[src/rtl/dbg_pkg.sv]
// dbg_pkg: shared types and widths for the architectural register debug reader.
// XLEN and PREG_W fix the PRF data and physical index widths; AREG_W is the
// architectural index width of the debug port.
package dbg_pkg;

    localparam int XLEN   = 32;
    localparam int PREG_W = 7;
    localparam int AREG_W = 5;

    typedef enum logic [2:0] {
        IDLE,
        HALT_WAIT,
        LOOKUP,
        READ,
        RESP
    } dbg_state_e;

    // One response beat as presented on the rsp_* outputs.
    typedef struct packed {
        logic [AREG_W-1:0] areg;
        logic [PREG_W-1:0] preg;
        logic [XLEN-1:0]   data;
        logic              last;
        logic              err;
    } dbg_rsp_t;

endpackage

[src/rtl/arch_reg_debug_reader_if.sv]
// arch_reg_debug_reader_if: request/response handshake, rename-map read port,
// PRF read port and halt signals of the debug reader.
// slave  = the debug reader itself.
// master = the surrounding core / bench (requester, rename map, PRF, ROB).
interface arch_reg_debug_reader_if;
    import dbg_pkg::*;

    // Request channel
    logic              req_valid;
    logic              req_ready;
    logic              req_all;
    logic [AREG_W-1:0] req_areg;

    // Rename-map read port (combinational, same cycle)
    logic [AREG_W-1:0] map_rd_idx;
    logic [PREG_W-1:0] map_rd_preg;

    // PRF read port (combinational, same cycle)
    logic [PREG_W-1:0] prf_rd_addr;
    logic [XLEN-1:0]   prf_rd_data;

    // Response channel
    logic              rsp_valid;
    logic              rsp_ready;
    logic [AREG_W-1:0] rsp_areg;
    logic [PREG_W-1:0] rsp_preg;
    logic [XLEN-1:0]   rsp_data;
    logic              rsp_last;
    logic              rsp_err;

    // Pipeline halt
    logic              halt_req;
    logic              rob_empty;

    modport slave (
        input  req_valid, req_all, req_areg, map_rd_preg, prf_rd_data,
               rsp_ready, rob_empty,
        output req_ready, map_rd_idx, prf_rd_addr, rsp_valid, rsp_areg,
               rsp_preg, rsp_data, rsp_last, rsp_err, halt_req
    );

    modport master (
        output req_valid, req_all, req_areg, map_rd_preg, prf_rd_data,
               rsp_ready, rob_empty,
        input  req_ready, map_rd_idx, prf_rd_addr, rsp_valid, rsp_areg,
               rsp_preg, rsp_data, rsp_last, rsp_err, halt_req
    );

endinterface

[src/rtl/arch_reg_debug_reader.sv]
// arch_reg_debug_reader: returns committed architectural register values.
// Each beat looks up arch reg -> phys reg in the rename map, then reads that
// phys reg from the PRF. A request returns one register or dumps all of them.
// Optional macro DBG_HALT_EN: stall dispatch and wait for an empty ROB before
// the first beat, with a timeout that ends the request with rsp_err=1.
module arch_reg_debug_reader
    import dbg_pkg::*;
#(
    parameter int NUM_AREGS    = 32,
    parameter int HALT_TIMEOUT = 256
) (
    input  logic                    i_clk,
    input  logic                    i_reset,
    arch_reg_debug_reader_if.slave  dbg
);

    localparam logic [AREG_W-1:0] LAST_AREG = AREG_W'(NUM_AREGS - 1);

    dbg_state_e        r_state;
    logic              r_all;        // request is a full dump
    logic [AREG_W-1:0] r_cur_areg;   // beat counter / current arch index
    logic [AREG_W-1:0] r_map_rd_idx;
    logic [PREG_W-1:0] r_preg_q;     // looked-up phys index, drives the PRF
    dbg_rsp_t          r_rsp;
    logic              r_rsp_valid;
    logic              r_req_ready;

`ifdef DBG_HALT_EN
    localparam int CNT_W = $clog2(HALT_TIMEOUT + 1);
    logic              r_halt_req;
    logic [CNT_W-1:0]  r_halt_cnt;
`endif

    logic w_req_fire;
    logic w_in_range;
    logic w_is_last;
    logic w_zero_data;
    logic w_unused;

    assign w_req_fire  = dbg.req_valid && r_req_ready;
    assign w_is_last   = !r_all || (r_cur_areg == LAST_AREG);
    // x0 reads as zero whatever the PRF holds; out-of-range indices read as zero too
    assign w_zero_data = (r_cur_areg == '0) || !w_in_range;

    // Range check only exists when the index width can exceed NUM_AREGS
    generate
        if (NUM_AREGS < (1 << AREG_W)) begin : g_range_chk
            assign w_in_range = (r_cur_areg < AREG_W'(NUM_AREGS));
        end else begin : g_range_full
            assign w_in_range = 1'b1;
        end
    endgenerate

`ifdef DBG_HALT_EN
    assign w_unused = 1'b0;
`else
    assign w_unused = dbg.rob_empty ^ HALT_TIMEOUT[0];
`endif

    // Request FSM: sequences LOOKUP -> READ -> RESP per beat, all outputs registered
    always_ff @(posedge i_clk or negedge i_reset) begin
        if (!i_reset) begin
            r_state      <= IDLE;
            r_all        <= 1'b0;
            r_cur_areg   <= '0;
            r_map_rd_idx <= '0;
            r_preg_q     <= '0;
            r_rsp        <= '0;
            r_rsp_valid  <= 1'b0;
            r_req_ready  <= 1'b1;
`ifdef DBG_HALT_EN
            r_halt_req   <= 1'b0;
            r_halt_cnt   <= '0;
`endif
        end else begin
            // NOTE: every register here uses <= so all state updates land together at the edge.
            case (r_state)
                IDLE: begin
                    if (w_req_fire) begin
                        r_all        <= dbg.req_all;
                        r_cur_areg   <= dbg.req_all ? '0 : dbg.req_areg;
                        r_map_rd_idx <= dbg.req_all ? '0 : dbg.req_areg;
                        r_req_ready  <= 1'b0;
`ifdef DBG_HALT_EN
                        r_halt_req   <= 1'b1;
                        r_halt_cnt   <= '0;
                        r_state      <= HALT_WAIT;
`else
                        r_state      <= LOOKUP;
`endif
                    end
                end

`ifdef DBG_HALT_EN
                HALT_WAIT: begin
                    if (dbg.rob_empty) begin
                        r_state <= LOOKUP;
                    end else if (r_halt_cnt == CNT_W'(HALT_TIMEOUT - 1)) begin
                        // ROB never drained: terminate the whole request with an error beat
                        r_rsp.areg  <= r_cur_areg;
                        r_rsp.preg  <= '0;
                        r_rsp.data  <= '0;
                        r_rsp.last  <= 1'b1;
                        r_rsp.err   <= 1'b1;
                        r_rsp_valid <= 1'b1;
                        r_state     <= RESP;
                    end else begin
                        r_halt_cnt <= r_halt_cnt + 1'b1;
                    end
                end
`endif

                LOOKUP: begin
                    r_preg_q <= dbg.map_rd_preg;
                    r_state  <= READ;
                end

                READ: begin
                    r_rsp.areg  <= r_cur_areg;
                    r_rsp.preg  <= r_preg_q;
                    r_rsp.data  <= w_zero_data ? '0 : dbg.prf_rd_data;
                    r_rsp.last  <= w_is_last;
                    r_rsp.err   <= 1'b0;
                    r_rsp_valid <= 1'b1;
                    r_state     <= RESP;
                end

                RESP: begin
                    if (dbg.rsp_ready) begin
                        r_rsp_valid <= 1'b0;
                        if (r_rsp.last) begin
                            r_req_ready <= 1'b1;
`ifdef DBG_HALT_EN
                            r_halt_req  <= 1'b0;
`endif
                            r_state     <= IDLE;
                        end else begin
                            r_cur_areg   <= r_cur_areg + 1'b1;
                            r_map_rd_idx <= r_cur_areg + 1'b1;
                            r_state      <= LOOKUP;
                        end
                    end
                end

                default: r_state <= IDLE;
            endcase
        end
    end

    assign dbg.req_ready   = r_req_ready;
    assign dbg.map_rd_idx  = r_map_rd_idx;
    assign dbg.prf_rd_addr = r_preg_q;
    assign dbg.rsp_valid   = r_rsp_valid;
    assign dbg.rsp_areg    = r_rsp.areg;
    assign dbg.rsp_preg    = r_rsp.preg;
    assign dbg.rsp_data    = r_rsp.data;
    assign dbg.rsp_last    = r_rsp.last;
    assign dbg.rsp_err     = r_rsp.err;
`ifdef DBG_HALT_EN
    assign dbg.halt_req    = r_halt_req;
`else
    assign dbg.halt_req    = 1'b0;
`endif

endmodule

[src/flat_wrapper.sv]
// flat-port wrapper written by rule: the top's interface ports become plain ports
module arch_reg_debug_reader_flat import dbg_pkg::*;
#(
    parameter int NUM_AREGS    = 32,
    parameter int HALT_TIMEOUT = 256
)
  (i_clk, i_reset, dbg_req_valid, dbg_req_all, dbg_req_areg, dbg_map_rd_preg, dbg_prf_rd_data, dbg_rsp_ready, dbg_rob_empty, dbg_req_ready, dbg_map_rd_idx, dbg_prf_rd_addr, dbg_rsp_valid, dbg_rsp_areg, dbg_rsp_preg, dbg_rsp_data, dbg_rsp_last, dbg_rsp_err, dbg_halt_req);
  arch_reg_debug_reader_if dbg_i ();
  input  logic i_clk;
  input  logic i_reset;
  input wire logic [$bits(dbg_i.req_valid)-1:0] dbg_req_valid;
  input wire logic [$bits(dbg_i.req_all)-1:0] dbg_req_all;
  input wire logic [$bits(dbg_i.req_areg)-1:0] dbg_req_areg;
  input wire logic [$bits(dbg_i.map_rd_preg)-1:0] dbg_map_rd_preg;
  input wire logic [$bits(dbg_i.prf_rd_data)-1:0] dbg_prf_rd_data;
  input wire logic [$bits(dbg_i.rsp_ready)-1:0] dbg_rsp_ready;
  input wire logic [$bits(dbg_i.rob_empty)-1:0] dbg_rob_empty;
  output wire logic [$bits(dbg_i.req_ready)-1:0] dbg_req_ready;
  output wire logic [$bits(dbg_i.map_rd_idx)-1:0] dbg_map_rd_idx;
  output wire logic [$bits(dbg_i.prf_rd_addr)-1:0] dbg_prf_rd_addr;
  output wire logic [$bits(dbg_i.rsp_valid)-1:0] dbg_rsp_valid;
  output wire logic [$bits(dbg_i.rsp_areg)-1:0] dbg_rsp_areg;
  output wire logic [$bits(dbg_i.rsp_preg)-1:0] dbg_rsp_preg;
  output wire logic [$bits(dbg_i.rsp_data)-1:0] dbg_rsp_data;
  output wire logic [$bits(dbg_i.rsp_last)-1:0] dbg_rsp_last;
  output wire logic [$bits(dbg_i.rsp_err)-1:0] dbg_rsp_err;
  output wire logic [$bits(dbg_i.halt_req)-1:0] dbg_halt_req;
  assign dbg_i.req_valid = dbg_req_valid;
  assign dbg_i.req_all = dbg_req_all;
  assign dbg_i.req_areg = dbg_req_areg;
  assign dbg_i.map_rd_preg = dbg_map_rd_preg;
  assign dbg_i.prf_rd_data = dbg_prf_rd_data;
  assign dbg_i.rsp_ready = dbg_rsp_ready;
  assign dbg_i.rob_empty = dbg_rob_empty;
  assign dbg_req_ready = dbg_i.req_ready;
  assign dbg_map_rd_idx = dbg_i.map_rd_idx;
  assign dbg_prf_rd_addr = dbg_i.prf_rd_addr;
  assign dbg_rsp_valid = dbg_i.rsp_valid;
  assign dbg_rsp_areg = dbg_i.rsp_areg;
  assign dbg_rsp_preg = dbg_i.rsp_preg;
  assign dbg_rsp_data = dbg_i.rsp_data;
  assign dbg_rsp_last = dbg_i.rsp_last;
  assign dbg_rsp_err = dbg_i.rsp_err;
  assign dbg_halt_req = dbg_i.halt_req;
  arch_reg_debug_reader #(.NUM_AREGS(NUM_AREGS), .HALT_TIMEOUT(HALT_TIMEOUT)) u_core (.i_clk(i_clk), .i_reset(i_reset), .dbg(dbg_i));
endmodule
[config.mk]
export PLATFORM = sky130hd
export DESIGN_NAME = arch_reg_debug_reader_flat
export DESIGN_NICKNAME = d
export VERILOG_FILES = /design/src/rtl/dbg_pkg.sv /design/src/rtl/arch_reg_debug_reader_if.sv /design/src/rtl/arch_reg_debug_reader.sv /design/src/flat_wrapper.sv
export SDC_FILE = /design/constraint.sdc
export NUM_CORES = 1
export LEC_CHECK = 0
export CAP_MARGIN = 10
export CORE_ASPECT_RATIO = 1.25
export CORE_MARGIN = 2
export CORE_UTILIZATION = 45
export CTS_CLUSTER_DIAMETER = 100
export DETAILED_ROUTE_END_ITERATION = 16
export GPL_ROUTABILITY_DRIVEN = 0
export HOLD_SLACK_MARGIN = 0.08
export PLACE_DENSITY = 0.85
export SLEW_MARGIN = 20
export SYNTH_ARGS = -nofsm -noshare
export SYNTH_HDL_FRONTEND = slang
export SYNTH_SLANG_ARGS = --single-unit
[constraint.sdc]
create_clock -name i_clk -period 3 [get_ports i_clk]
set_input_delay 0.9 -clock i_clk [delete_from_list [all_inputs] [get_ports i_clk]]
set_output_delay 0.9 -clock i_clk [all_outputs]
set_load 0.01 [all_outputs]
==> results of run 1 <==
## sequential cells by signal, summed over array words and instances, names as in the netlist
name,flops
u_core.dbg.rsp_valid,1
u_core.dbg.rsp_preg,7
u_core.dbg.req_ready,1
u_core.dbg.rsp_areg,5
u_core.r_cur_areg,5
u_core.dbg.rsp_last,1
u_core.dbg.rsp_data,32
u_core.r_all,1
u_core.dbg.prf_rd_addr,7
u_core.r_state,3
## cells by family after synthesis
group           after synthesis  synth area share
compound gates               55             0.175
simple gates                 32            0.0793
flops                        63             0.613
fa+ha+maj                     3            0.0146
other cells                   1           0.00146
mux                          18            0.0788
buf+inv                      19            0.0374
## per-stage QoR
step | power (mW) | cells | util
5_1_grt | 4.07 | 368 | 0.707
4_1_cts | 3.89 | 368 | 0.707
3_5_place_dp | 3.16 | 352 | 0.673
6_report | 3.85 | 368 | 0.707
2_1_floorplan | 2.24 | 192 | -
3_3_place_gp | 3.12 | 352 | 0.673
## cells in the final DEF, fill, tap and decap left out, types with 2 or more instances in the layout
cell type	instances
a21oi_1	4
dfrtp_1	62
nand3b_1	3
ha_1	3
clkinv_2	3
clkbuf_8	10
nor3b_2	2
a211oi_1	2
o21ai_0	4
clkdlybuf4s50_1	106
inv_1	4
a22o_1	33
conb_1	2
nand2b_1	2
or2_1	2
o32a_1	4
nand2_1	9
mux2_2	18
nor3b_1	4
o21a_1	3
clkbuf_1	2
buf_4	3
## layer usage
layer	vias up	GRT usage	routed length, µm
met5	-	0	0
met4	0	0.111	92
met3	10	0.0456	326
met2	74	0.318	3100
met1	980	0.244	2460
li1	919	-	-
## report_power, final
group          total [mW]  internal (mW)  switching [mW]
sequential           1.52           1.23           0.293
combinational        1.62           1.02           0.600
clock               0.705          0.403           0.302
total                3.85           2.65            1.19
## path summary, 6_finish.rpt
check,to,startpoint
hold / removal,u_core.dbg.rsp_data[6],u_core.dbg.rsp_data[6]
hold reg to reg,u_core.dbg.rsp_data[6],u_core.dbg.rsp_data[6]
max in group asynchronous,u_core.dbg.req_ready,i_reset
setup reg to reg,u_core.dbg.rsp_data[21],u_core.r_state[2]
setup / recovery,dbg_rsp_last,u_core.dbg.rsp_last
min in group asynchronous,u_core.dbg.prf_rd_addr[5],i_reset
## final cells by class
cell class                 count  area (µm²)  share of cell area
sequential                    63        1580               0.407
timing repair buffer         111        1110               0.286
multi-input combinational    110         905               0.233
clock buffer                  12         145              0.0374
tap                           64        80.1              0.0207
clock inverter                 4        45.0              0.0116
inverter                       4        15.0             0.00387
==> metrics.txt, run 1 <==
DRT Wirelength 5970 µm; Setup WS post-layout 0.650 ns; initial antenna violation count 0; Critical Path Slowest Stage Cell clkdlybuf4s50_1; cell taking the most area after synthesis dfrtp_1; mean post-synth cell area 13.5 µm²; I/O pin total 111; Final HPWL DP 4240 µm; die area 6340 µm²; Worst Setup End Kind output port; flop-to-flop setup slack 1.02 ns; final hold slack 0.503 ns; Setup TNS 0 ns; Worst EP arrival 1.45 ns; routed len/inst 16.2 µm; worst reg-to-reg path cell count 4; Area growth, synth to finish 50.7%; Initial Utilization 0.469; most frequent cell after synthesis dfrtp_1; post_cts resized 0; DRT Pass-1 Iters 4; clock sink count 63; fillers 406; GRT Total Usage 0.197; Critical Path Source Type flop; Congestion Overflow GR 0; core box area 5480 µm²; WHS Path Cells 1; # Post-CTS Setup Buffers 0; clock root buffer clkbuf_8; worst slack, placed 0.554 ns; Cells after Synth 191; top cell type's share of synthesized area 0.603; CTS max path bufs 2; critical path type reg -> out; Post-Syn Area 2570 µm²; worst path cell trace clkdlybuf4s50_1; Worst Hold Class reg -> reg; vias in the first global route 1984; vias 1983; endpoints failing hold 0; Pleak 1.68 nW; CP max stage delay 0.60 ns; clk slew on worst S/H paths 0.06 ns; fmax 0.426 GHz; Slew HR 0.516; crit path buf inv count 1; max cap viols 0; Die Wd 71.6 µm; layout cells sized above 1 0.138; Ys Warns 0; clk_skew 0.0103 ns; largest net degree at the start of global routing 34; Crit path required time 2.10 ns; worst-margin pin slew 0.726 ns; Synth Register Bits 63; Max FO, Critical Path 11; Top delay family on crit path buffers and inverters; count of final setup violators 0; Antenna diodes 0; ys flop type dfrtp_1; row count 30; Seq/Total Area, Yosys 0.613; Initial DRC Count 111; die height 88.5 µm; # DRC 0; Final #Nets 352; fin crit period 2.35 ns; Max Slew Vio Count 0; most frequent cells after synthesis dfrtp_1 (62), a22o_1 (33), mux2_2 (18); TritonCTS clock tree done; Final Cycle Share 0.783; VDD IR max 0.592 mV; RSZ-0062 raised after global routing no; dpl cell area 3690 µm²; port bufs 107; number of flops mapped to enable cells by yosys 0; CTS Buf Count 9; status completed; via-per-instance ratio 5.39; cts hold-fix bufs 0; synth unique cells 36; top cells by area, synth dfrtp_1 (60%), a22o_1 (11%), mux2_2 (7.9%), o32a_1 (1.6%), ha_1 (1.5%); first-pass GRT wire length 9520 µm; Routed Antenna Nets 0; H-tree depth 3; cell area power density 992 nW/µm²; Synth async-reset ratio 1.00; WP depth 1; Finished Cell Area 3880 µm²; Worst-Skew Late Latency 0.32 ns
Note: power is estimated with default switching activity, not from simulation.
==> run 2, diff against run 1 <==
CORE_UTILIZATION = 42   (was 45)
PLACE_DENSITY = 0.8   (was 0.85)
clock period = 2.4 ns   (was 3 ns; I/O delays follow)
==> metrics.txt, run 2 (synthesis gave the netlist of run 1 again) <==
Antenna diodes 0 (unchanged); Crit path required time 1.68 ns (-0.42 ns); Finished Cell Area 3880 µm² (about the same); clock root buffer clkbuf_8; max FFs per register 32 (unchanged); non-filler instance count after layout 386 (+4.9%); I/O pin total 111 (unchanged); met3 GRT Util 0.0444 (-0.00116); CTS max path bufs 2 (unchanged); cts hold-fix bufs 0 (unchanged); row count 31 (+3.3%); post_cts resized 0 (unchanged); Max Slew Vio Count 0 (unchanged); # DRC 0 (unchanged); Worst-Skew Late Latency 0.33 ns (about the same); most common library cell in the layout ignoring fill and taps clkdlybuf4s50_1; Worst Setup End Kind output port; Final #Nets 352 (unchanged); Slew HR 0.560 (+0.0440); dpl cell area 3700 µm² (+0.27%); Final HPWL DP 4210 µm (-0.84%); Pleak 1.66 nW (-0.82%); vias in the first global route 1944 (-2.0%); status completed; endpoints failing hold 0 (unchanged); TritonCTS clock tree done; cell area power density 1230 nW/µm² (+24%); fillers 471 (+16%); critical path type reg -> out; first-pass GRT wire length 9600 µm (+0.94%); clock share of power 0.177 (-0.006); worst path cell trace clkdlybuf4s50_1; placed instance count 370 (+5.1%); RSZ-0062 raised after global routing no; Initial DRC Count 89 (-20%); layout cells sized above 1 0.135 (-0.00329); initial antenna violation count 0 (unchanged); clk slew on worst S/H paths 0.07 ns (about the same); largest net degree at the start of global routing 50 (+47%); vias 1989 (+0.30%); Initial Utilization 0.439 (-0.0302); # Post-CTS Setup Buffers 0 (unchanged); max cap viols 0 (unchanged); die area 6770 µm² (+6.8%); internal power 3.28 mW (+24%); register area 1580 µm² (unchanged); Switch Pwr 1.49 mW (+25%); DRT Pass-1 Iters 4 (unchanged); Net Sw Frac 0.312 (+0.00122); GR peak layer met2; die height 91.5 µm (+3.4%); fmax 0.458 GHz; via-per-instance ratio 5.15 (-4.4%); Critical Path Slowest Stage Cell clkdlybuf4s50_1; port bufs 107 (unchanged); H-tree depth 3 (unchanged); count of final setup violators 0 (unchanged); DRT Wirelength 5980 µm (+0.13%); Die Wd 74 µm (+3.3%); Flop pwr share 0.399 (+0.004); CP max stage delay 0.60 ns (about the same); Area growth, synth to finish 50.8% (about the same); core box area 5860 µm² (+6.9%); routed len/inst 15.5 µm (-4.5%); most frequent cells in the layout clkdlybuf4s50_1 (106), dfrtp_1 (62), a22o_1 (33); Critical Path Source Type flop; VDD IR max 0.564 mV (-4.7%); area occupied by multi-input gates 905 µm² (unchanged); worst-margin pin slew 0.659 ns (-0.0668 ns); clock sink count 63 (unchanged); flop-to-flop setup slack 0.41 ns (-0.61 ns); total power 4.77 mW (+24%); Combinational Power Share 0.424 (+0.002); Congestion Overflow GR 0 (unchanged); final hold slack 0.389 ns (-0.115 ns); Max FO, Critical Path 11 (unchanged); Top delay family on crit path buffers and inverters; Worst Hold Class in -> async; GRT Total Usage 0.189 (-0.00803); CTS Buf Count 9 (unchanged); clk_skew 0.00549 ns (-0.00481 ns); Final Cycle Share 0.910; met2 GRT Util 0.291 (-0.0273); Worst EP arrival 1.46 ns (about the same); crit path buf inv count 1 (unchanged); met1 usage 0.245 (+0.000340); Setup TNS 0 ns (unchanged); Routed Antenna Nets 0 (unchanged); fin crit period 2.18 ns
==> run 2: path summary, 6_finish.rpt <==
check                                  startpoint                       to  depth (start not counted)
min reg2reg                u_core.dbg.rsp_areg[0]   u_core.dbg.rsp_areg[0]                          2
max                           u_core.dbg.rsp_last             dbg_rsp_last                          1
min in group i_clk         u_core.dbg.rsp_areg[0]   u_core.dbg.rsp_areg[0]                          2
max reg2reg                  u_core.r_cur_areg[0]  u_core.dbg.rsp_data[23]                          6
max in group asynchronous                 i_reset     u_core.dbg.req_ready                          2
min                                       i_reset   u_core.dbg.rsp_data[5]                          2
==> run 2: metal layers <==
layer	routed length (µm)	part of all wire
met1	2560	0.43
met2	2940	0.49
met3	361	0.060
met4	113	0.019
met5	0	0
==> run 2: final cells by class <==
class | instances | area share
repair buffers | 111 | 0.283
flip-flops and latches | 63 | 0.407
inverters | 4 | 0.00387
clock inverters | 4 | 0.0123
well taps | 82 | 0.0265
clock buffers | 12 | 0.0348
multi-input cells | 110 | 0.233
==> run 2: stage by stage <==
stage | setup slack, ns | utilization
final | 0.217 | 0.662
after global routing | 0.156 | 0.662
after CTS | 0.210 | 0.662
after detailed placement | 0.144 | 0.631
after global placement | 0.139 | 0.631
after floorplan | 0.708 | -
==> run 2: power by group through the flow <==
stage / Sequential [mW] / Clock (mW) / Combinational, mW
2_1_floorplan: 2.02 / 0 / 0.776
3_3_place_gp: 1.89 / 0 / 2.01
3_5_place_dp: 1.91 / 0 / 2.05
4_1_cts: 1.91 / 0.871 / 2.05
5_1_grt: 1.98 / 0.922 / 2.16
6_report: 1.90 / 0.845 / 2.03
==> run 3, diff against run 2 <==
CORE_UTILIZATION = 45   (was 42)
CTS_CLUSTER_DIAMETER = 50   (was 100)
PLACE_DENSITY = 0.85   (was 0.8)
clock period = 2.7 ns   (was 2.4 ns; I/O delays follow)
==> metrics.txt, run 3 (synthesis gave the netlist of run 1 again) <==
clock sink count 63 (unchanged); fin crit period 2.27 ns; CTS Buf Count 9 (unchanged); max FFs per register 32 (unchanged); layout cells sized above 1 0.127 (-0.00778); Flop pwr share 0.409 (+0.010); RSZ-0062 raised after global routing no; die height 88.5 µm (-3.2%); Crit path required time 1.89 ns (+0.21 ns); VDD IR max 0.606 mV (+7.4%); status completed; Critical Path Slowest Stage Cell clkdlybuf4s50_1; Pleak 1.65 nW (-0.89%); flop-to-flop setup slack 0.88 ns (+0.47 ns); Combinational Power Share 0.434 (+0.010); Setup TNS 0 ns (unchanged); CTS max path bufs 2 (unchanged); non-filler instance count after layout 363 (-6.0%); core box area 5480 µm² (-6.4%); DRT Pass-1 Iters 4 (unchanged); crit path buf inv count 1 (unchanged); Worst Hold Class in -> async; most frequent cells in the layout clkdlybuf4s50_1 (106), dfrtp_1 (62), a22o_1 (33); GRT Total Usage 0.193 (+0.00399); crit path from u_core.dbg.rsp_last; TritonCTS clock tree done; clock root buffer clkbuf_8; # DRC 0 (unchanged); # Post-CTS Setup Buffers 0 (unchanged); first-pass GRT wire length 9270 µm (-3.4%); most common library cell in the layout ignoring fill and taps clkdlybuf4s50_1; Top delay family on crit path buffers and inverters; Worst EP arrival 1.46 ns (about the same); vias in the first global route 1908 (-1.9%); critical path type reg -> out; CP max stage delay 0.60 ns (about the same); Max Slew Vio Count 0 (unchanged); routed len/inst 16.2 µm (+4.5%); initial antenna violation count 0 (unchanged); Final Cycle Share 0.841; Antenna diodes 0 (unchanged); internal power 2.83 mW (-14%); Congestion Overflow GR 0 (unchanged); Net Sw Frac 0.314 (+0.00192); Critical Path Source Type flop; Initial Utilization 0.469 (+0.0302); DRT Wirelength 5880 µm (-1.7%); vias 1928 (-3.1%); Switch Pwr 1.30 mW (-13%); endpoints failing hold 0 (unchanged); fmax 0.441 GHz; H-tree depth 3 (unchanged); cts hold-fix bufs 0 (unchanged); Worst-Skew Late Latency 0.32 ns (about the same); row count 30 (-3.2%); die area 6340 µm² (-6.4%); worst-margin pin slew 0.719 ns (+0.0600 ns); clk slew on worst S/H paths 0.06 ns (about the same); Final #Nets 350 (-0.57%); Routed Antenna Nets 0 (unchanged); Final Core Density 0.698 (+0.0362); max cap viols 0 (unchanged); Setup WS post-layout 0.430 ns (+0.213 ns); Reg-to-Reg Start u_core.r_state[2]; cell area power density 1080 nW/µm² (-12%); Die Wd 71.6 µm (-3.2%); Max FO, Critical Path 11 (unchanged); I/O pin total 111 (unchanged); port bufs 107 (unchanged); Final HPWL DP 4040 µm (-3.9%); clk_skew 0.00838 ns (+0.00289 ns); clock share of power 0.157 (-0.020); via-per-instance ratio 5.31 (+3.1%); post_cts resized 0 (unchanged); worst slack, placed 0.298 ns (+0.154 ns); Slew HR 0.519 (-0.0407); Initial DRC Count 108 (+21%); Area growth, synth to finish 48.8%; placed instance count 350 (-5.4%); Worst Setup End Kind output port; count of final setup violators 0 (unchanged); worst path cell trace clkdlybuf4s50_1; largest net degree at the start of global routing 62 (+24%)
run 3: cell type report:
type                       instances  area [µm²]
clock buffer                      11         141
clock inverter                     2        10.0
fill                             414        1650
inverter                           4        15.0
multi-input combinational        110         910
sequential                        63        1580
tap                               64        80.1
timing repair buffer             109        1090
run 3: layer usage:
metal  share of wire  GRT usage
met5               0          0
met2            0.51      0.306
met1            0.41      0.243
met3           0.056     0.0501
met4           0.023      0.103
run 3: power groups by stage:
stage	logic, mW	clock network, mW	registers [mW]
after floorplan	0.690	0	1.80
after global placement	1.78	0	1.68
after detailed placement	1.82	0	1.69
after CTS	1.82	0.679	1.69
after global routing	1.90	0.728	1.75
final	1.79	0.648	1.69
run 3: final timing paths:
check / endpoint / depth (start not counted)
setup reg to reg: u_core.dbg.rsp_preg[0] / 3
min in group i_clk: u_core.dbg.rsp_areg[1] / 2
max in group asynchronous: u_core.dbg.req_ready / 2
setup / recovery: dbg_rsp_last / 1
hold reg to reg: u_core.dbg.rsp_areg[1] / 2
hold / removal: u_core.dbg.prf_rd_addr[5] / 1
run 3: metrics by stage:
step | hold slack (ns) | area (µm²) | total power [mW]
2_1_floorplan | 0.471 | 2580 | 2.49
3_3_place_gp | 0.463 | 3670 | 3.46
3_5_place_dp | 0.483 | 3680 | 3.51
4_1_cts | 0.268 | 3830 | 4.19
5_1_grt | 0.263 | 3830 | 4.38
6_report | 0.289 | 3830 | 4.13
